## src/rtl/dlfloat16_pkg.sv

```systemverilog
// DLFloat16 shared constants and field helpers.
// Used by the add/sub pre-normalize datapath.
package dlfloat16_pkg;

    localparam int EXP_W     = 6;
    localparam int MAN_W     = 9;
    localparam int BIAS      = 31;
    localparam int GRS_W     = 4;
    localparam int SIG_EXT_W = 14;

    localparam logic [18:0] SPECIAL_WORD20 = {6'h3F, 9'h1FF, 4'h0};
    localparam logic [19:0] ZERO_WORD20    = 20'h00000;

    function automatic logic f_sign(input logic [15:0] x);
        return x[15];
    endfunction

    function automatic logic [EXP_W-1:0] f_exp(input logic [15:0] x);
        return x[14:9];
    endfunction

    function automatic logic [MAN_W-1:0] f_frac(input logic [15:0] x);
        return x[8:0];
    endfunction

endpackage

```

## src/rtl/dlfloat16_lzc.sv

```systemverilog
// Leading-zero count of the 15-bit sum.
// All-zero input reports 15.
module dlfloat16_lzc (
    input  logic [14:0] val_i,
    output logic [3:0]  lz_o
);

    // highest set bit wins since it is visited last
    always_comb begin
        lz_o = 4'd15;
        for (int i = 0; i < 15; i++) begin
            if (val_i[i]) lz_o = 4'(14 - i);
        end
    end

endmodule

```

## src/rtl/dlfloat16_addsub_prenorm.sv

```systemverilog
// DLFloat16 add/sub: align, add, normalize (3 stages).
// Emits the unrounded {sign, exp, frac, G, R, S1, S2} word.
module dlfloat16_addsub_prenorm
    import dlfloat16_pkg::*;
(
    input  logic        clk,
    input  logic        rst_n,
    input  logic        in_valid,
    output logic        in_ready,
    input  logic [15:0] a,
    input  logic [15:0] b,
    input  logic        op,
    output logic        out_valid,
    input  logic        out_ready,
    output logic [19:0] out_word
);

    logic stall;

    logic [EXP_W-1:0] ea, eb, exp_l, exp_s, dexp;
    logic [13:0] sig_a, sig_b, sig_l, sig_s, sig_al;
    logic [13:0] shifted, mask;
    logic spa, spb;
    logic s1_sign_d, s1_sub_d, s1_spc_d, s1_spsign_d;

    logic             s1_v_q, s1_sign_q, s1_sub_q;
    logic             s1_spc_q, s1_spsign_q;
    logic [EXP_W-1:0] s1_exp_q;
    logic [13:0]      s1_sigl_q, s1_sigs_q;

    logic [14:0]      s2_sum_d;
    logic             s2_v_q, s2_sign_q, s2_spc_q, s2_spsign_q;
    logic [EXP_W-1:0] s2_exp_q;
    logic [14:0]      s2_sum_q;

    logic [3:0]         lz;
    logic [13:0]        norm;
    logic signed [7:0]  e_n;
    logic [19:0]        word_d;
    logic               out_valid_q;
    logic [19:0]        word_q;

    assign stall     = out_valid_q & ~out_ready;
    assign in_ready  = ~stall;
    assign out_valid = out_valid_q;
    assign out_word  = word_q;

    // unpack, order by magnitude, align the smaller significand
    always_comb begin
        ea    = f_exp(a);
        eb    = f_exp(b);
        spa   = (ea == 6'h3F);
        spb   = (eb == 6'h3F);
        sig_a = (ea == 6'd0) ? 14'd0 : {1'b1, f_frac(a), 4'b0};
        sig_b = (eb == 6'd0) ? 14'd0 : {1'b1, f_frac(b), 4'b0};
        if (a[14:0] >= b[14:0]) begin
            exp_l     = ea;
            exp_s     = eb;
            sig_l     = sig_a;
            sig_s     = sig_b;
            s1_sign_d = f_sign(a);
        end else begin
            exp_l     = eb;
            exp_s     = ea;
            sig_l     = sig_b;
            sig_s     = sig_a;
            s1_sign_d = f_sign(b) ^ op;
        end
        dexp    = exp_l - exp_s;
        shifted = '0;
        mask    = '0;
        sig_al  = '0;
        if (dexp >= 6'd14) begin
            sig_al[0] = |sig_s;
        end else begin
            shifted   = sig_s >> dexp;
            mask      = ~(14'h3FFF << dexp);
            sig_al    = shifted;
            sig_al[0] = shifted[0] | (|(sig_s & mask));
        end
        s1_sub_d    = f_sign(a) ^ f_sign(b) ^ op;
        s1_spc_d    = spa | spb;
        s1_spsign_d = spa ? f_sign(a) : f_sign(b);
    end

    // stage 1 register: aligned operands
    always_ff @(posedge clk or negedge rst_n) begin
        if (!rst_n) begin
            s1_v_q      <= 1'b0;
            s1_sign_q   <= 1'b0;
            s1_sub_q    <= 1'b0;
            s1_spc_q    <= 1'b0;
            s1_spsign_q <= 1'b0;
            s1_exp_q    <= '0;
            s1_sigl_q   <= '0;
            s1_sigs_q   <= '0;
        end else if (!stall) begin
            s1_v_q      <= in_valid;
            s1_sign_q   <= s1_sign_d;
            s1_sub_q    <= s1_sub_d;
            s1_spc_q    <= s1_spc_d;
            s1_spsign_q <= s1_spsign_d;
            s1_exp_q    <= exp_l;
            s1_sigl_q   <= sig_l;
            s1_sigs_q   <= sig_al;
        end
    end

    // magnitude add or subtract; larger operand first so never negative
    always_comb begin
        if (s1_sub_q) s2_sum_d = {1'b0, s1_sigl_q} - {1'b0, s1_sigs_q};
        else          s2_sum_d = {1'b0, s1_sigl_q} + {1'b0, s1_sigs_q};
    end

    // stage 2 register: raw sum
    always_ff @(posedge clk or negedge rst_n) begin
        if (!rst_n) begin
            s2_v_q      <= 1'b0;
            s2_sign_q   <= 1'b0;
            s2_spc_q    <= 1'b0;
            s2_spsign_q <= 1'b0;
            s2_exp_q    <= '0;
            s2_sum_q    <= '0;
        end else if (!stall) begin
            s2_v_q      <= s1_v_q;
            s2_sign_q   <= s1_sign_q;
            s2_spc_q    <= s1_spc_q;
            s2_spsign_q <= s1_spsign_q;
            s2_exp_q    <= s1_exp_q;
            s2_sum_q    <= s2_sum_d;
        end
    end

    dlfloat16_lzc u_lzc (
        .val_i (s2_sum_q),
        .lz_o  (lz)
    );

    // normalize so the hidden bit sits at bit 13, then classify
    always_comb begin
        if (s2_sum_q[14]) begin
            norm    = s2_sum_q[14:1];
            norm[0] = s2_sum_q[1] | s2_sum_q[0];
            e_n     = $signed({2'b00, s2_exp_q}) + 8'sd1;
        end else begin
            norm = s2_sum_q[13:0] << (lz - 4'd1);
            e_n  = $signed({2'b00, s2_exp_q})
                 - $signed({4'b0000, lz}) + 8'sd1;
        end
        if (s2_spc_q)
            word_d = {s2_spsign_q, SPECIAL_WORD20};
        else if (s2_sum_q == 15'd0)
            word_d = ZERO_WORD20;
        else if (e_n <= 8'sd0)
            word_d = ZERO_WORD20;
        else if (e_n >= 8'sd63)
            word_d = {s2_sign_q, SPECIAL_WORD20};
        else
            word_d = {s2_sign_q, e_n[5:0], norm[12:0]};
    end

    // output register: held while downstream stalls
    always_ff @(posedge clk or negedge rst_n) begin
        if (!rst_n) begin
            out_valid_q <= 1'b0;
            word_q      <= ZERO_WORD20;
        end else if (!stall) begin
            out_valid_q <= s2_v_q;
            word_q      <= word_d;
        end
    end

endmodule

```

## config.mk

```make
export PLATFORM = sky130hd
export DESIGN_NAME = dlfloat16_addsub_prenorm
export DESIGN_NICKNAME = d
export VERILOG_FILES = /design/src/rtl/dlfloat16_pkg.sv /design/src/rtl/dlfloat16_lzc.sv /design/src/rtl/dlfloat16_addsub_prenorm.sv
export SDC_FILE = /design/constraint.sdc
export NUM_CORES = 1
export LEC_CHECK = 0
export CORE_MARGIN = 8
export CORE_UTILIZATION = 50
export DETAILED_ROUTE_END_ITERATION = 7
export GPL_TIMING_DRIVEN = 0
export PLACE_DENSITY = 0.72
export SLEW_MARGIN = 15
export SYNTH_ARGS = -nofsm -noshare
export SYNTH_HDL_FRONTEND = slang
export SYNTH_HIERARCHICAL = 1
export SYNTH_SLANG_ARGS = --single-unit
```

## constraint.sdc

```tcl
create_clock -name clk -period 6 [get_ports clk]
set_input_delay 0.6 -clock clk [delete_from_list [all_inputs] [get_ports clk]]
set_output_delay 0.6 -clock clk [all_outputs]
set_load 0.1 [all_outputs]
```

==> results of run 1 <==
-- cell usage in the layout (no fill, tap or decap), types with 10 or more instances in the layout --
cell | netlist | final
nor3_1 | 16 | 16
nor2_1 | 97 | 97
xor2_1 | 10 | 10
a31oi_1 | 17 | 17
nand4_1 | 10 | 10
clkbuf_1 | 31 | 31
o31ai_1 | 11 | 11
dfrtp_1 | 81 | 81
a221oi_1 | 16 | 16
mux2i_1 | 28 | 28
inv_1 | 37 | 37
nand2_1 | 99 | 99
ha_1 | 34 | 34
o21ai_0 | 56 | 56
or3_1 | 11 | 11
xnor2_1 | 27 | 27
mux2_2 | 14 | 14
nand3_1 | 24 | 24
a211oi_1 | 15 | 15
clkdlybuf4s50_1 | 0 | 57
a21oi_1 | 64 | 64
-- routing by layer --
metal	GRT usage	routed length [um]	vias up
met5	0	0	-
met4	0.0883	599	0
met3	0.0431	1140	41
met2	0.365	8920	254
met1	0.266	8400	3178
li1	-	-	3295
-- stage by stage --
stage | hold WS (ns) | power [mW] | cell area, um2
global route | 0.181 | 5.04 | 8000
floorplan | 0.304 | 3.34 | 6840
global placement | 0.445 | 4.04 | 7640
detailed placement | 0.454 | 4.06 | 7670
finish | 0.160 | 4.70 | 8000
CTS | 0.166 | 4.68 | 8000
-- registers in the layout (all words and copies together), names as in the netlist, 6 cells and up --
name	flops
out_word	20
s1_exp_q	6
s1_sigl_q	10
s1_sigs_q	14
s2_exp_q	6
s2_sum_q	15
-- layout make-up --
type                    count  area [um2]  share of cell area
multi-input cells         689        4450               0.557
flip-flops and latches     81        2030               0.253
repair buffers             59         606              0.0757
clock buffers              10         239              0.0299
well taps                 176         220              0.0275
plain buffers              47         210              0.0263
inverters                  41         154              0.0192
clock inverters             6        90.1              0.0113
-- logic make-up after synthesis --
family                     count (synthesis)  synth area share
AOI/OAI and AO/OA                        263             0.256
xor gates and xnor gates                  37            0.0474
adders and majority gates                 35            0.0651
buffers and inverters                     88            0.0532
DFF                                       81             0.296
muxes                                     46            0.0744
and+or+nand+nor                          308             0.208
-- where the power goes --
group | switching [mW] | total, mW | internal [mW]
Combinational | 1.97 | 3.11 | 1.14
Sequential | 0.241 | 0.994 | 0.753
Clock | 0.218 | 0.595 | 0.377
-- final timing paths --
path                             start            to  slack [ns]  cells after the start
min reg2reg                     s2_v_q        s2_v_q        0.46                      2
max                        s2_sum_q[8]   out_word[6]        1.19                     13
min                              rst_n  out_word[16]        0.16                      1
max reg2reg                s2_sum_q[8]   out_word[6]        1.19                     13
min in group clk                s2_v_q        s2_v_q        0.46                      2
max in group asynchronous        rst_n   s2_sum_q[7]        5.25                      2
-- worst register-to-register path: stages, from the launching register on --
cell and delay [ns]:
dfrtp_1 0.51, or3_1 0.38, or3_1 0.32, o21ai_1 0.27, clkbuf_1 0.44, clkinv_1 0.33
ha_1 0.36, clkbuf_1 0.44, buf_1 0.50, mux2i_1 0.29, a21oi_1 0.13, mux2_2 0.28
a221oi_1 0.34, nor2_1 0.09
-- cells in the mapped netlist, drive strengths merged (4+ instances only) --
cell type | count | share of area
a21oi | 67 | 0.051
a21o | 8 | 0.0088
nor2b | 6 | 0.0055
nand3 | 24 | 0.018
o21bai | 4 | 0.0044
or3 | 11 | 0.010
o211ai | 4 | 0.0044
a31oi | 17 | 0.016
a211o | 4 | 0.0051
a22o | 9 | 0.012
and2 | 5 | 0.0046
nor4 | 8 | 0.0073
nand2b | 7 | 0.0064
o21ai | 64 | 0.048
a211oi | 18 | 0.023
dfrtp | 81 | 0.30
nor2 | 98 | 0.054
clkinv | 4 | 0.0022
ha | 34 | 0.062
inv | 37 | 0.020
o31ai | 12 | 0.014
mux2 | 16 | 0.027
nand2 | 100 | 0.055
xnor2 | 27 | 0.035
nor3b | 4 | 0.0044
and3 | 5 | 0.0046
a221oi | 16 | 0.020
nand4 | 10 | 0.0091
o21a | 5 | 0.0055
clkbuf | 31 | 0.017
o22ai | 6 | 0.0055
xor2 | 10 | 0.013
o221a | 4 | 0.0066
mux2i | 28 | 0.041
buf | 16 | 0.014
nor3 | 16 | 0.012
==> metrics, run 1 <==
final core occ=0.602; Area Overhead vs Synth=16.9%; Synth Warn #=6; PostCTS Resize Cnt=0; filler cell count=1246; Lkg Pwr=3.35 nW; # IOs=59; final std cells w/o fill=1109; Syn Inst Count=858; Post-synth EDFFs=0; CP max stage cell=dfrtp_1; Seq/Total Area, Yosys=0.296; peak supply drop=0.000199 V; outcome=finished, final reports clean; worst-margin pin slew=0.974 ns; syn avg cell area=7.98 um2; Cell Area, Synth=6840 um2; pwr dens=587 nW/um2; crit-path cells=or3_1 -> or3_1 -> o21ai_1 -> clkbuf_1 -> clkinv_1 -> ha_1 -> clkbuf_1 -> buf_1 -> mux2i_1 -> a21oi_1 -> mux2_2 -> a221oi_1 -> nor2_1; slack of the critical path=1.19 ns; startpoint types=register; DP Wirelength=14.7 mm; dpl ws=0.938 ns; #FFs+latches synth=81; GR Util All Layers=0.217; max-slew violations=0; FP Rows=42; Starting Density=0.515; Tmin final=4.81 ns; CP arrival=5.01 ns; die area=17700 um2; f_max=0.208 GHz; setup_tns=0 ns; core area=13300 um2; DRC=0; Slew HR=0.348; initial DRC count=467; post-synth net total=930; DR WL/cell=17.2 um; hold_buf cts=0; final clock skew=0.00909 ns; Max-Cap Viols=0; global route overflow=0; drt pass-1 iters=5; RSZ-0062 raised after global routing=false; CP bufs+invs=4; CTS Buf Count=9; Setup Buffers After CTS=0; CP endpoint kind=register; Max clock buf depth=2; initial antenna violation count=0; Routed Wire Length=19.1 mm; Critical Setup Path Class=register to register; CTS root buf=clkbuf_16; Final setup viols=0; delay-heaviest family, CP=buffers and inverters; clk sinks=81; remaining antenna violation count after routing=0; vias per std cell=6.10; DR vias=6768; Worst Path Required=6.21 ns; htree depth=3; vias in the first global route=6506; FFs w/ async S/R, synth=1.00; first-pass GRT wire length=32.0 mm; CP max FO=10; share of cells above drive strength 1=0.0686; clock slew at reported path FFs=0.06 ns; final worst-path cycle share=0.801; largest net degree at the start of global routing=59; Final nets=1000; gpl congestion=0.942; # diodes=0; distinct cell type count after synthesis=73; number of I/O port buffers=58; crit-path max cell delay=0.51 ns; Hold Fails Final Rpt=0; Most used DFF post-synth=dfrtp_1; placed insts=1093; CTS tree=built; die height=133 um; Skew-Pair Late Insertion Delay=0.34 ns; Die W=133 um; worst hold path class=primary input to asynchronous set/reset pin
Note: power is estimated with default switching activity, not from simulation.
==> run 2, diff against run 1 <==
==> constraint.sdc (replaced) <==
create_clock -name clk -period 4.6 [get_ports clk]
set_input_delay 0.46 -clock clk [delete_from_list [all_inputs] [get_ports clk]]
set_output_delay 0.46 -clock clk [all_outputs]
set_load 0.1 [all_outputs]
==> metrics, run 2 (synthesis results as in run 1) <==
DRC=0; initial antenna violation count=0; share of cells above drive strength 1=0.0811; area of the multi-input gates=4470 um2; CP endpoint kind=register; Final nets=1004; f_max=0.230 GHz; Die W=133 um; crit-path cells=clkdlybuf4s50_1 -> ha_1 -> buf_6 -> nand4_1 -> nor2_1 -> a21o_1 -> o21ai_2 -> buf_6 -> nand4_1 -> and2_1 -> ha_1 -> or3_1 -> a211oi_1 -> a211oi_1 -> and2_1 -> clkbuf_4 -> o21ai_0 -> mux2i_1 -> o31ai_1; Max clock buf depth=2; GR Util All Layers=0.217; number of I/O port buffers=58; hold_buf cts=0; Reg2Reg Depth=16; final core occ=0.607; Tmin final=4.35 ns; initial DRC count=491; DR WL/cell=17.1 um; Slew HR=0.348; final std cells w/o fill=1113; Skew-Pair Late Insertion Delay=0.34 ns; CTS tree=built; Lkg Pwr=3.40 nW; pwr dens=765 nW/um2; remaining antenna violation count after routing=0; Worst Path Required=4.85 ns; Crit. path cell count=19; CP arrival=4.60 ns; clock slew at reported path FFs=0.06 ns; CP bufs+invs=4; Final setup viols=0; register area=2030 um2; delay-heaviest family, CP=compound AO/OA/AOI/OAI gates; Routed Wire Length=19.0 mm; # IOs=59; CP max stage cell=clkdlybuf4s50_1; worst hold path class=primary input to asynchronous set/reset pin; crit-path max cell delay=0.62 ns; drt pass-1 iters=5; vias in the first global route=6506; Critical Setup Path Class=primary input to register; flop-to-flop setup slack=0.29 ns; die height=133 um; final worst-path cycle share=0.946; DR vias=6704; outcome=finished, final reports clean; Hold Fails Final Rpt=0; placed insts=1093; DP Wirelength=14.7 mm; worst-margin pin slew=0.974 ns; max reg flops=20; filler cell count=1239; FP Rows=42; most frequent cells in the layout=nand2_1, nor2_1, dfrtp_1; startpoint types=primary input; gpl congestion=0.942; CTS Buf Count=9; core area=13300 um2; Cell Area, Placed=7670 um2; RSZ-0062 raised after global routing=false; CTS root buf=clkbuf_16; global route overflow=0; CP max FO=10; htree depth=3; leading cell type in the layout, fill and taps excluded=nand2_1; final clock skew=0.0102 ns; Design Area, Final=8070 um2; # diodes=0; Starting Density=0.515; die area=17700 um2; peak supply drop=0.000268 V; largest net degree at the start of global routing=59; vias per std cell=6.02; Max-Cap Viols=0; max-slew violations=0; Area Overhead vs Synth=17.9%; clk sinks=81; first-pass GRT wire length=32.0 mm
==> run 2: timing repair <==
item,4_1_cts,5_1_grt
gates resized for setup,1,8
pin swaps,0,3
setup endpoints to repair,2,33
buffers inserted,0,6
==> run 2: worst paths after layout <==
path	start	end
hold reg to reg	s2_v_q	s2_v_q
hold / removal	rst_n	out_word[16]
setup reg to reg	s2_sum_q[8]	out_word[7]
setup / recovery	a[9]	s1_sigs_q[2]
min in group clk	s2_v_q	s2_v_q
max in group asynchronous	rst_n	s1_sigl_q[4]
==> run 2: power by group <==
part	internal [mW]	switching [mW]	leakage [nW]	total, mW
sequential	0.982	0.313	0.981	1.30
clock	0.492	0.286	0.159	0.777
combinational	1.52	2.58	2.26	4.10
total	2.99	3.18	3.40	6.17
==> run 2: area by class of cell <==
class,count,area share
clock buffers,10,0.0296
multi-input cells,689,0.554
well taps,176,0.0273
plain buffers,45,0.0258
repair buffers,65,0.0810
flip-flops and latches,81,0.251
clock inverters,6,0.0112
inverters,41,0.0195
==> run 2: stage by stage <==
stage	hold slack, ns	setup TNS [ns]	power [mW]	worst slack, ns
floorplan	0.164	0	4.35	0.745
finish	0.0174	0	6.17	0.248
detailed placement	0.385	-2.00	5.30	-0.322
global placement	0.445	-2.02	5.27	-0.334
global route	0.0410	0	6.63	0.00760
CTS	0.0255	0	6.10	0.0393
==> run 2: metal layers <==
metal / vias up / wire, um / global-route usage / share of wire
li1: 3290 / - / - / -
met1: 3116 / 8290 / 0.266 / 0.44
met2: 255 / 8970 / 0.365 / 0.47
met3: 43 / 1180 / 0.0431 / 0.062
met4: 0 / 590 / 0.0883 / 0.031
met5: - / 0 / 0 / 0
